$ cat src/rtl/flag_buf_if.sv
// Purpose: producer/consumer side of the single-entry flag buffer.
// Latency: none, this is wiring only.
// Backpressure: none; the consumer polls flag and acknowledges with clr_flag.
interface flag_buf_if #(
   parameter int W = 8
);
   logic         set_flag;
   logic         clr_flag;
   logic [W-1:0] din;
   logic         flag;
   logic [W-1:0] dout;

   // Producer/consumer side: drives requests and data, observes the buffer.
   modport master (
      output set_flag,
      output clr_flag,
      output din,
      input  flag,
      input  dout
   );

   // Buffer side: receives requests and data, presents registered state.
   modport slave (
      input  set_flag,
      input  clr_flag,
      input  din,
      output flag,
      output dout
   );
endinterface

$ cat src/rtl/flag_buf.sv
// Purpose: single-entry data register with a "data valid" flag between a byte producer and a polling consumer.
// Latency: one clock from set_flag/clr_flag to flag/dout; both outputs come straight from registers.
// Backpressure: none; a set while full overwrites silently, a set on the same edge as a clear wins.
module flag_buf #(
   parameter int W = 8
) (
   input  logic       clk,
   input  logic       reset,
   flag_buf_if.slave  fb
);
   logic [W-1:0] buf_reg;
   logic         flag_reg;

   // Capture din on set; otherwise hold. A clear never touches the data so
   // the consumer can still read dout after acknowledging.
   always_ff @(posedge clk or posedge reset) begin
      if (reset) begin
         buf_reg <= '0;
      end else if (fb.set_flag) begin
         buf_reg <= fb.din;
      end
   end

   // Flag raised by set, dropped by clear; set takes priority when both occur.
   always_ff @(posedge clk or posedge reset) begin
      if (reset) begin
         flag_reg <= 1'b0;
      end else if (fb.set_flag) begin
         flag_reg <= 1'b1;
      end else if (fb.clr_flag) begin
         flag_reg <= 1'b0;
      end
   end

   assign fb.dout = buf_reg;
   assign fb.flag = flag_reg;
endmodule

$ cat src/flat_wrapper.sv
// flat-port wrapper written by rule: the top's interface ports become plain ports
module flag_buf_flat 
#(
   parameter int W = 8
)
  (clk, reset, fb_set_flag, fb_clr_flag, fb_din, fb_flag, fb_dout);
  flag_buf_if #(.W(W)) fb_i ();
  input  logic clk;
  input  logic reset;
  input wire logic [$bits(fb_i.set_flag)-1:0] fb_set_flag;
  input wire logic [$bits(fb_i.clr_flag)-1:0] fb_clr_flag;
  input wire logic [$bits(fb_i.din)-1:0] fb_din;
  output wire logic [$bits(fb_i.flag)-1:0] fb_flag;
  output wire logic [$bits(fb_i.dout)-1:0] fb_dout;
  assign fb_i.set_flag = fb_set_flag;
  assign fb_i.clr_flag = fb_clr_flag;
  assign fb_i.din = fb_din;
  assign fb_flag = fb_i.flag;
  assign fb_dout = fb_i.dout;
  flag_buf #(.W(W)) u_core (.clk(clk), .reset(reset), .fb(fb_i));
endmodule
$ cat config.mk
export PLATFORM = sky130hd
export DESIGN_NAME = flag_buf_flat
export DESIGN_NICKNAME = d
export VERILOG_FILES = /design/src/rtl/flag_buf_if.sv /design/src/rtl/flag_buf.sv /design/src/flat_wrapper.sv
export SDC_FILE = /design/constraint.sdc
export NUM_CORES = 1
export LEC_CHECK = 0
export BUFFER_PORTS_ARGS = -buffer_cell sky130_fd_sc_hd__buf_4
export CAP_MARGIN = 20
export CORE_AREA = 3 3 40 42
export DETAILED_ROUTE_END_ITERATION = 8
export DIE_AREA = 0 0 43 45
export SLEW_MARGIN = 25
export SYNTH_ARGS = -nofsm -noshare
export SYNTH_HDL_FRONTEND = slang
export SYNTH_SLANG_ARGS = --single-unit
$ cat constraint.sdc
create_clock -name clk -period 1 [get_ports clk]
set_input_delay 0.2 -clock clk [delete_from_list [all_inputs] [get_ports clk]]
set_output_delay 0.2 -clock clk [all_outputs]
set_load 0.05 [all_outputs]
==> reports/results.tsv <==
stage	metric	value	unit
worst_setup_path	timing.critical_path.required	0.80	ns
clocking	clkTransAtPathRegs	0.06	ns
worst_setup_path	reg2reg_setup_slack	0.09	ns
outcome	status	finished with violations	
timing	post-route-min-period	1.01	ns
layout	finalNonFillerCells	64	
timing	worst_pin_slew	0.330	ns
timing	whs	0.172	ns
floorplanning	dieWidth	43	um
worst_setup_path	r2r-end	u_core.fb.dout[0]	
layout	layout_commonest_cell	buf_4	
logic_synthesis	syn_avg_cell_area	17.8	um^2
timing	maxSlewHeadroom	78.0	%
worst_setup_path	cp_slowest_cell	dfrtp_1	
power_and_ir_drop	ir_drop	736	uV
worst_setup_path	criticalPathCategory	reg -> out	
layout	fin_nets	62	
worst_setup_path	path_buf_inv	1	
layout	largest_reg_flops	8	
worst_setup_path	r2r_start	u_core.fb.dout[0]	
clocking	cts_tree	built	
timing	rsz0062_at_grt	yes	
logic_synthesis	synth_nets	33	
logic_synthesis	ys_types	5	
floorplanning	die_area	1940	um^2
power_and_ir_drop	power_leakage	0.000331	uW
floorplanning	rows	13	
grt	grt_pass1_vias	300	
place	dpl_cell_area	531	um^2
place	placed_cells	55	
power_and_ir_drop	power.density	1650	nW/um^2
logic_synthesis	yosysWarnings	0	
layout	postLayoutCellArea	631	um^2
logic_synthesis	ys_seq_area_share	60.4	%
clocking	cts.path.max_buffers	2	
clocking	cts_root_buf	clkbuf_4	
timing	drv_slew	0	
clocking	htree_levels	1	
floorplanning	core_area	1280	um^2
logic_synthesis	syn_inst	21	
clocking	cts_sinks	9	
layout	area_growth	69.1	%
worst_setup_path	crit_chain	buf_6	
worst_setup_path	crit_path_end_kind	primary output	
run	cap_violations	0	
clocking	clkLatencyLatePin	0.25	ns
grt	grt_remaining_overflow	0	
grt	grt_first_pass_wirelength	1260	um
routing	vias_per_cell	4.20	
timing	finalCritPeriodShare	101	%
routing	drtIter0Drc	3	
place	place_hpwl	555	um
layout	antenna_cells	0	
worst_setup_path	critPathTopFamily	flip-flops	
outcome	violations	negative setup slack	
worst_setup_path	slowest_delay	0.40	ns
hold_path	hold_class	in -> reg	
hold_path	min_from	fb_din[5]	
timing	max_freq	0.989	GHz
timing	skew	0	ns
clocking	cts_buffers	3	
timing	hold_violations	0	
floorplanning	io_pins	21	
routing	wl_per_cell	11.9	um
layout	final_cell_mix	buf_4 (15), buf_6 (9), dfrtp_1 (9)	
routing	via_count	269	
hold_path	whs_path_depth	2	
routing	drt_first_pass_iters	4	
layout	final_layout_size_suffix_gt1_share	73.5	%
worst_setup_path	r2r.worst_path.cells	2	
routing	remaining_drc_errors	0	
floorplanning	initial_core_util	29.0	%
routing	ant_nets	0	
logic_synthesis	syn-cell-area	373	um^2
timing	fin_tns_setup	-0.0230	ns
logic_synthesis	yosys_register_bits	9	
grt	grt_max_degree	10	
grt	grt_use_total	9.76	%
routing	drt_wl_total	760	um
grt	antenna_found_initial	0	
worst_setup_path	crit_path_start_kind	flip-flop	
floorplanning	die_h	45	um
place	routabilityCongestion	0.640	
worst_setup_path	critPathMaxFanout	2	
hold_path	hold_end	u_core.fb.dout[5]	
worst_setup_path	cp_data_arrival_time	0.81	ns
timing	setup_violations	4	
place	numPortBuffers	20	
timing	fin_ws	-0.0109	ns
[cell families (layout without fill, tap and decap cells)]
logic type | after synthesis | in the layout | synth area share, %
buf+inv | 3 | 31 | 5.03
mux | 8 | 8 | 32.2
flops | 9 | 9 | 60.4
compound gates | 1 | 1 | 2.35
[synth_stat cells]
cell     count  area share (%)
buf_6        1             3.0
a21o_2       1             2.3
mux2_4       8              32
dfrtp_1      9              60
inv_1        2             2.0
[per-stage QoR]
stage	utilization [%]	total power [uW]	setup WS (ns)
after floorplan	-	623	0.00572
after global placement	41.3	718	0.177
after detailed placement	41.3	723	0.154
after CTS	49.1	1060	-0.0261
after global routing	49.1	1100	-0.0530
final	49.1	1040	-0.0109
[area by class of cell]
cell class / instances / area, um^2
fill: 119 / 654
sequential: 9 / 225
timing repair buffer: 25 / 224
multi-input combinational: 9 / 129
clock buffer: 4 / 26.3
tap: 15 / 18.8
inverter: 2 / 7.51
[power breakdown]
group | leakage [uW] | internal (uW) | switching [uW]
sequential | 0.000104 | 400 | 24.7
clock | 0.0000150 | 153 | 120
combinational | 0.000212 | 165 | 178
[routing by layer]
metal	wire, um	GRT usage (%)
met4	9	10.8
met5	0	0
met1	289	9.70
met2	383	15.6
met3	77	2.79
[timing repair]
item / CTS / global route
pin swaps: 0 / 0
endpoints found under the hold margin: 9 / 0
resized for setup: 9 / 0
buffers inserted: 4 / 0
endpoints found under the setup margin: 9 / 9
hold buffers: 1 / 0
[worst max-delay path by stage]
stage | startpoint | end | cells past startpoint
2_1_floorplan | u_core.fb.dout[0] | u_core.fb.dout[0] | 1
3_5_place_dp | fb_set_flag | u_core.fb.dout[0] | 2
5_1_grt | u_core.fb.dout[0] | fb_dout[0] | 1
6_report | u_core.fb.dout[0] | fb_dout[0] | 1
4_1_cts | u_core.fb.dout[1] | fb_dout[1] | 1
3_3_place_gp | fb_set_flag | u_core.fb.dout[3] | 2
Note: power is estimated with default switching activity, not from simulation.
